**src/rtl/kim_tty_terminal.sv**
```systemverilog
// KIM-1 TTY serial terminal bridge: byte-wide host interface to the KIM's
// bit-serial TTY lines. Independent transmitter (host -> TTYI) and receiver
// (TTYO -> host), both 8N1/8N2 with no parity and a fixed bit period.
module kim_tty_terminal #(
    parameter int unsigned CLKS_PER_BIT = 3125,
    parameter int unsigned STOP_BITS    = 2
) (
    input  logic       clk,
    input  logic       reset,
    input  logic [7:0] tx_data,
    input  logic       tx_valid,
    output logic       tx_ready,
    output logic       TTYI,
    input  logic       TTYO,
    output logic [7:0] rx_data,
    output logic       rx_valid,
    input  logic       rx_ready,
    output logic       rx_frame_err,
    output logic       rx_overrun
);

    localparam int unsigned StopCycles = STOP_BITS * CLKS_PER_BIT;
    // Sized so one counter covers the longest interval, the stop period.
    localparam int unsigned CntW       = $clog2(StopCycles + 1);

    localparam logic [CntW-1:0] BitLast  = CntW'(CLKS_PER_BIT - 1);
    localparam logic [CntW-1:0] StopLast = CntW'(StopCycles - 1);
    localparam logic [CntW-1:0] HalfLast = CntW'(CLKS_PER_BIT / 2 - 1);

    // ------------------------------------------------------------------
    // Transmitter
    // ------------------------------------------------------------------
    typedef enum logic [1:0] {
        TxIdle,
        TxStart,
        TxData,
        TxStop
    } tx_state_e;

    tx_state_e       tx_state_q, tx_state_d;
    logic [CntW-1:0] tx_cnt_q, tx_cnt_d;
    logic [2:0]      tx_bit_q, tx_bit_d;
    logic [7:0]      tx_shift_q, tx_shift_d;
    logic            ttyi_q, ttyi_d;

    // TX next-state: line level is registered, so each decision lands one cycle later.
    always_comb begin
        tx_state_d = tx_state_q;
        tx_cnt_d   = tx_cnt_q;
        tx_bit_d   = tx_bit_q;
        tx_shift_d = tx_shift_q;
        ttyi_d     = ttyi_q;
        tx_ready   = (tx_state_q == TxIdle);

        unique case (tx_state_q)
            TxIdle: begin
                ttyi_d = 1'b1;
                if (tx_valid) begin
                    tx_shift_d = tx_data;
                    tx_cnt_d   = '0;
                    ttyi_d     = 1'b0;
                    tx_state_d = TxStart;
                end
            end
            TxStart: begin
                if (tx_cnt_q == BitLast) begin
                    tx_cnt_d   = '0;
                    tx_bit_d   = '0;
                    ttyi_d     = tx_shift_q[0];
                    tx_state_d = TxData;
                end else begin
                    tx_cnt_d = tx_cnt_q + 1'b1;
                end
            end
            TxData: begin
                if (tx_cnt_q == BitLast) begin
                    tx_cnt_d = '0;
                    if (tx_bit_q == 3'd7) begin
                        ttyi_d     = 1'b1;
                        tx_state_d = TxStop;
                    end else begin
                        // Shift toward bit 0 so the next bit is always at index 1.
                        tx_shift_d = {1'b0, tx_shift_q[7:1]};
                        ttyi_d     = tx_shift_q[1];
                        tx_bit_d   = tx_bit_q + 1'b1;
                    end
                end else begin
                    tx_cnt_d = tx_cnt_q + 1'b1;
                end
            end
            TxStop: begin
                ttyi_d = 1'b1;
                if (tx_cnt_q == StopLast) begin
                    tx_cnt_d   = '0;
                    tx_state_d = TxIdle;
                end else begin
                    tx_cnt_d = tx_cnt_q + 1'b1;
                end
            end
            default: begin
                tx_state_d = TxIdle;
                ttyi_d     = 1'b1;
            end
        endcase
    end

    // TX state register.
    always_ff @(posedge clk) begin
        if (reset) begin
            tx_state_q <= TxIdle;
            tx_cnt_q   <= '0;
            tx_bit_q   <= '0;
            tx_shift_q <= '0;
            ttyi_q     <= 1'b1;
        end else begin
            tx_state_q <= tx_state_d;
            tx_cnt_q   <= tx_cnt_d;
            tx_bit_q   <= tx_bit_d;
            tx_shift_q <= tx_shift_d;
            ttyi_q     <= ttyi_d;
        end
    end

    assign TTYI = ttyi_q;

    // ------------------------------------------------------------------
    // Receiver
    // ------------------------------------------------------------------
    typedef enum logic [2:0] {
        RxIdle,
        RxStart,
        RxData,
        RxStop,
        RxWaitHigh
    } rx_state_e;

    logic            ttyo_s1_q, ttyo_s2_q, ttyo_prev_q;
    rx_state_e       rx_state_q, rx_state_d;
    logic [CntW-1:0] rx_cnt_q, rx_cnt_d;
    logic [2:0]      rx_bit_q, rx_bit_d;
    logic [7:0]      rx_shift_q, rx_shift_d;
    logic [7:0]      rx_data_q, rx_data_d;
    logic            rx_valid_q, rx_valid_d;
    logic            rx_frame_err_q, rx_frame_err_d;
    logic            rx_overrun_q, rx_overrun_d;
    logic            rx_deliver;

    // Two-flop synchronizer plus one history flop for falling-edge detection.
    always_ff @(posedge clk) begin
        if (reset) begin
            ttyo_s1_q   <= 1'b1;
            ttyo_s2_q   <= 1'b1;
            ttyo_prev_q <= 1'b1;
        end else begin
            ttyo_s1_q   <= TTYO;
            ttyo_s2_q   <= ttyo_s1_q;
            ttyo_prev_q <= ttyo_s2_q;
        end
    end

    // RX next-state, sampling, and host-side holding register.
    always_comb begin
        rx_state_d     = rx_state_q;
        rx_cnt_d       = rx_cnt_q;
        rx_bit_d       = rx_bit_q;
        rx_shift_d     = rx_shift_q;
        rx_data_d      = rx_data_q;
        rx_valid_d     = rx_valid_q;
        rx_frame_err_d = 1'b0;
        rx_overrun_d   = 1'b0;
        rx_deliver     = 1'b0;

        unique case (rx_state_q)
            RxIdle: begin
                if (ttyo_prev_q && !ttyo_s2_q) begin
                    rx_cnt_d   = '0;
                    rx_state_d = RxStart;
                end
            end
            RxStart: begin
                if (rx_cnt_q == HalfLast) begin
                    rx_cnt_d = '0;
                    rx_bit_d = '0;
                    // A glitch shorter than half a bit is a false start.
                    rx_state_d = ttyo_s2_q ? RxIdle : RxData;
                end else begin
                    rx_cnt_d = rx_cnt_q + 1'b1;
                end
            end
            RxData: begin
                if (rx_cnt_q == BitLast) begin
                    rx_cnt_d   = '0;
                    rx_shift_d = {ttyo_s2_q, rx_shift_q[7:1]};
                    if (rx_bit_q == 3'd7) begin
                        rx_state_d = RxStop;
                    end else begin
                        rx_bit_d = rx_bit_q + 1'b1;
                    end
                end else begin
                    rx_cnt_d = rx_cnt_q + 1'b1;
                end
            end
            RxStop: begin
                if (rx_cnt_q == BitLast) begin
                    rx_cnt_d = '0;
                    if (ttyo_s2_q) begin
                        rx_deliver = 1'b1;
                        rx_state_d = RxIdle;
                    end else begin
                        rx_frame_err_d = 1'b1;
                        rx_state_d     = RxWaitHigh;
                    end
                end else begin
                    rx_cnt_d = rx_cnt_q + 1'b1;
                end
            end
            RxWaitHigh: begin
                // Holding here keeps a long break from raising repeated errors.
                if (ttyo_s2_q) begin
                    rx_state_d = RxIdle;
                end
            end
            default: begin
                rx_state_d = RxIdle;
            end
        endcase

        if (rx_deliver) begin
            if (rx_valid_q && !rx_ready) begin
                rx_overrun_d = 1'b1;
            end else begin
                rx_data_d  = rx_shift_q;
                rx_valid_d = 1'b1;
            end
        end else if (rx_ready) begin
            rx_valid_d = 1'b0;
        end
    end

    // RX state register.
    always_ff @(posedge clk) begin
        if (reset) begin
            rx_state_q     <= RxIdle;
            rx_cnt_q       <= '0;
            rx_bit_q       <= '0;
            rx_shift_q     <= '0;
            rx_data_q      <= '0;
            rx_valid_q     <= 1'b0;
            rx_frame_err_q <= 1'b0;
            rx_overrun_q   <= 1'b0;
        end else begin
            rx_state_q     <= rx_state_d;
            rx_cnt_q       <= rx_cnt_d;
            rx_bit_q       <= rx_bit_d;
            rx_shift_q     <= rx_shift_d;
            rx_data_q      <= rx_data_d;
            rx_valid_q     <= rx_valid_d;
            rx_frame_err_q <= rx_frame_err_d;
            rx_overrun_q   <= rx_overrun_d;
        end
    end

    assign rx_data      = rx_data_q;
    assign rx_valid     = rx_valid_q;
    assign rx_frame_err = rx_frame_err_q;
    assign rx_overrun   = rx_overrun_q;

endmodule

```
**config.mk**
```make
export PLATFORM = sky130hd
export DESIGN_NAME = kim_tty_terminal
export DESIGN_NICKNAME = d
export VERILOG_FILES = /design/src/rtl/kim_tty_terminal.sv
export SDC_FILE = /design/constraint.sdc
export NUM_CORES = 1
export LEC_CHECK = 0
export ABC_AREA = 0
export BUFFER_PORTS_ARGS = -buffer_cell sky130_fd_sc_hd__buf_2
export CORE_ASPECT_RATIO = 0.5
export CORE_MARGIN = 2
export CORE_UTILIZATION = 55
export DETAILED_ROUTE_END_ITERATION = 7
export PLACE_DENSITY = 0.74
export SLEW_MARGIN = 20
export SYNTH_ARGS = -nofsm -noshare
export SYNTH_HDL_FRONTEND = slang
export SYNTH_SLANG_ARGS = --single-unit
```
**constraint.sdc**
```tcl
create_clock -name clk -period 3.88 [get_ports clk]
set_clock_uncertainty 0.15 [all_clocks]
set_input_delay 0.388 -clock clk [delete_from_list [all_inputs] [get_ports clk]]
set_output_delay 0.388 -clock clk [all_outputs]
set_load 0.02 [all_outputs]
```
==> flow_summary_export.csv <==
group,metric,value,unit
yosys,yosys_warnings,0,
sta,worst_slew_pin_slew,0.891,ns
cts,holdBufCountCts,0,
floorplan,die_x,114,um
worst_setup_path,slowest_stage,"ha_1",
routing,firstDrtPassIters,4,
global_routing,overflow,0,
worst_setup_path,reg2reg_depth,7,
worst_setup_path,cp.depth,7,
worst_setup_path,crit_chain,"inv_1 > ha_1 > nor2b_1 > nand4_1 > a21oi_2 > nor2_1 > a211oi_1",
worst_setup_path,cp_data_required_time,3.96,ns
yosys,synth_area_leaders,"dfxtp_1 (41%), mux2i_1 (7.2%), nor2_1 (6.2%), ha_1 (5.6%), nand2_1 (2.9%)",
power_and_ir_drop,power_frac_comb,0.202,
yosys,ys_types,56,
power_and_ir_drop,leakagePower,1.50,nW
sta,fin_crit,2.50,ns
flow_run,drv_cap,0,
routing,wl_per_cell,14.1,um
yosys,syn-num-nets,398,
layout,layout_common_cells,"dfxtp_1 (68), nor2_1 (55), nand2_1 (26)",
outcome,status,"complete, no violations",
global_routing,grt_pass1_vias,2487,
power_and_ir_drop,p_sw,614,uW
global_routing,grt_use_total,0.217,
placement,place_hpwl,4690,um
cts,cts_tree,"yes",
floorplan,rows,20,
yosys,synth_edf_count,0,
sta,rsz0062_at_grt,"false",
sta,maxSlewHeadroom,0.406,
sta,hold_violations,0,
power_and_ir_drop,power_frac_seq,0.367,
layout,mostFrequentLayoutCell,"dfxtp_1",
yosys,async_flop_share,0,
global_routing,grt_max_degree,51,
placement,routabilityCongestion,0.847,
cts,cts_buffers,9,
layout,drive_above_1_share,0.136,
power_and_ir_drop,peakVddDrop,0.394,mV
worst_setup_path,crit_type,"reg2reg",
yosys,synth_top_area_cell,"dfxtp_1",
global_routing,met1_usage,0.273,
global_routing,antenna_found_initial,0,
floorplan,initial_core_util,0.560,
layout,num-nets-final,420,
worst_hold_path,whs_path_depth,2,
routing,drt-initial-drc-count,156,
floorplan,die_y,59.2,um
worst_setup_path,cp_num_buf_inv,1,
global_routing,grt_pass1_wl,11600,um
worst_hold_path,hold_path.class,"in2reg",
routing,vias_per_cell,5.67,
sta,period_share,0.645,
worst_setup_path,max_stage_delay,0.62,ns
sta,drv_slew,0,
power_and_ir_drop,swShare,0.279,
cts,clk_latency,0.32,ns
yosys,synth_top_area_frac,0.406,
global_routing,grt_util_met3,0.0736,
floorplan,core-area,0.00598,mm2
cts,postCtsSetupBuffers,0,
yosys,synth_cells,370,
worst_setup_path,worstPathMaxFanout,17,
cts,root_buffer,"clkbuf_16",
cts,h-tree-depth,3,
yosys,ys.flop_type,"dfxtp_1",
yosys,syn_area,0.00335,mm2
sta,finalSetupViolations,0,
sta,max_freq,400,MHz
cts,clockBufferDepth,2,
placement,io_buffers,25,
cts,cts.sinks,68,
layout,num_antenna_cells,0,
worst_setup_path,crit_path_start_kind,"flop",
worst_hold_path,min_to,"ttyo_s1_q$_SDFF_PP1_",
power_and_ir_drop,p_total,2.20,mW
global_routing,grt.busiest_layer,"met2",
cts,cts_resized,0,
layout,area_delta_synth_final,15.2,%
worst_hold_path,min-delay-start,"TTYO",
power_and_ir_drop,clockPowerShare,0.431,
routing,drc,0,
yosys,synth_seq_cells,68,
cts,clk_pin_slew,0.06,ns
worst_setup_path,cp_top_family,"compound AO/OA/AOI/OAI gates",
worst_setup_path,ff2ff_setup_slack,1.38,ns
global_routing,grtUsageMet2,0.365,
worst_setup_path,cp_data_arrival_time,2.58,ns
routing,routed_wirelength,6700,um
worst_setup_path,rr_startpoint,"tx_state_q[0]$_SDFFE_PP0P_",
routing,via_count,2687,
floorplan,io_pins,26,
floorplan,fp.dieArea,0.00677,mm2
power_and_ir_drop,powerDensity,570,mW/mm2
sta,setup_tns,0,ns
worst_setup_path,r2r_end,"tx_shift_q[4]$_SDFFE_PP0P_",
yosys,synth.avg_cell_area,9.06,um2
power_and_ir_drop,p_int,1.59,mW
routing,antenna_left,0,
worst_setup_path,worstSetupEndpointType,"flop",
yosys,seq_area_frac_synth,0.406,
-- per-stage QoR --
| stage | cell area, um2 | hold WS (ns) | std cells | utilization | worst slack (ns) |
|---|---|---|---|---|---|
| global route | 3860 | 0.116 | 474 | 0.646 | 1.06 |
| finish | 3860 | 0.109 | 474 | 0.646 | 1.38 |
| detailed placement | 3510 | 0.246 | 458 | 0.587 | 1.40 |
| floorplan | 3350 | 0.239 | 370 | - | 1.92 |
| global placement | 3510 | 0.242 | 458 | 0.587 | 1.55 |
| CTS | 3860 | 0.0999 | 474 | 0.646 | 1.40 |
-- registers in the layout, summed over array words and instances, names as in the netlist, 3 cells and up --
signal / count
rx_cnt_q: 13
rx_state_q: 3
tx_cnt_q: 13
rx_bit_q: 3
tx_shift_q: 8
tx_bit_q: 3
rx_data: 8
rx_shift_q: 8
-- worst max-delay path by stage --
stage | startpoint | end | slack, ns
2_1_floorplan | tx_state_q[0]$_SDFFE_PP0P_ | tx_cnt_q[10]$_SDFFE_PP0P_ | 1.92
3_3_place_gp | tx_state_q[0]$_SDFFE_PP0P_ | tx_shift_q[7]$_SDFFE_PP0P_ | 1.55
3_5_place_dp | tx_state_q[0]$_SDFFE_PP0P_ | tx_shift_q[4]$_SDFFE_PP0P_ | 1.40
4_1_cts | tx_state_q[0]$_SDFFE_PP0P_ | tx_shift_q[4]$_SDFFE_PP0P_ | 1.40
5_1_grt | tx_state_q[0]$_SDFFE_PP0P_ | tx_shift_q[4]$_SDFFE_PP0P_ | 1.06
6_report | tx_state_q[0]$_SDFFE_PP0P_ | tx_shift_q[4]$_SDFFE_PP0P_ | 1.38
-- layer usage --
| metal | up-vias | routed length [um] |
|---|---|---|
| li1 | 1363 | - |
| met1 | 1279 | 3290 |
| met2 | 39 | 3160 |
| met3 | 6 | 210 |
| met4 | 0 | 40 |
| met5 | - | 0 |
-- cell usage after synthesis, types with 3 or more instances --
cell type  number
a211oi_1       12
dfxtp_1        68
nor3_1          5
mux2i_1        24
nand3_1        15
or4_1           3
a31oi_1         4
xor2_1         11
and3_1          4
clkbuf_1        8
nand2_1        26
and4b_1         4
and4_1          5
a21oi_1        15
nor2b_1         4
inv_1          15
nor2_1         55
nand2b_1        5
and2_1          4
xnor2_1         6
or2_2           3
ha_1           15
o21ai_0         6
nand4_1        11
buf_2           3
-- logic make-up after synthesis --
family / share of synthesized area
and+or+nand+nor: 0.258
DFF: 0.406
AOI/OAI and AO/OA: 0.121
buffers and inverters: 0.0392
muxes: 0.0750
xor gates and xnor gates: 0.0444
adders and majority gates: 0.0560
-- cell type report --
cell class | instances | area (um2)
multi-input cells | 271 | 1860
well taps | 77 | 96.3
flip-flops and latches | 68 | 1360
clock inverters | 4 | 95.1
clock buffers | 12 | 256
fillers | 493 | 2120
inverters | 16 | 60.1
repair buffers | 26 | 133
-- power groups by stage --
stage               clock (mW)  sequential, mW  combinational, mW
finish                   0.949           0.808              0.444
global placement             0           0.817              0.413
detailed placement           0           0.822              0.441
global route             0.999           0.817              0.503
floorplan                    0           0.813              0.358
CTS                      0.963           0.808              0.443
Note: power is estimated with default switching activity, not from simulation.
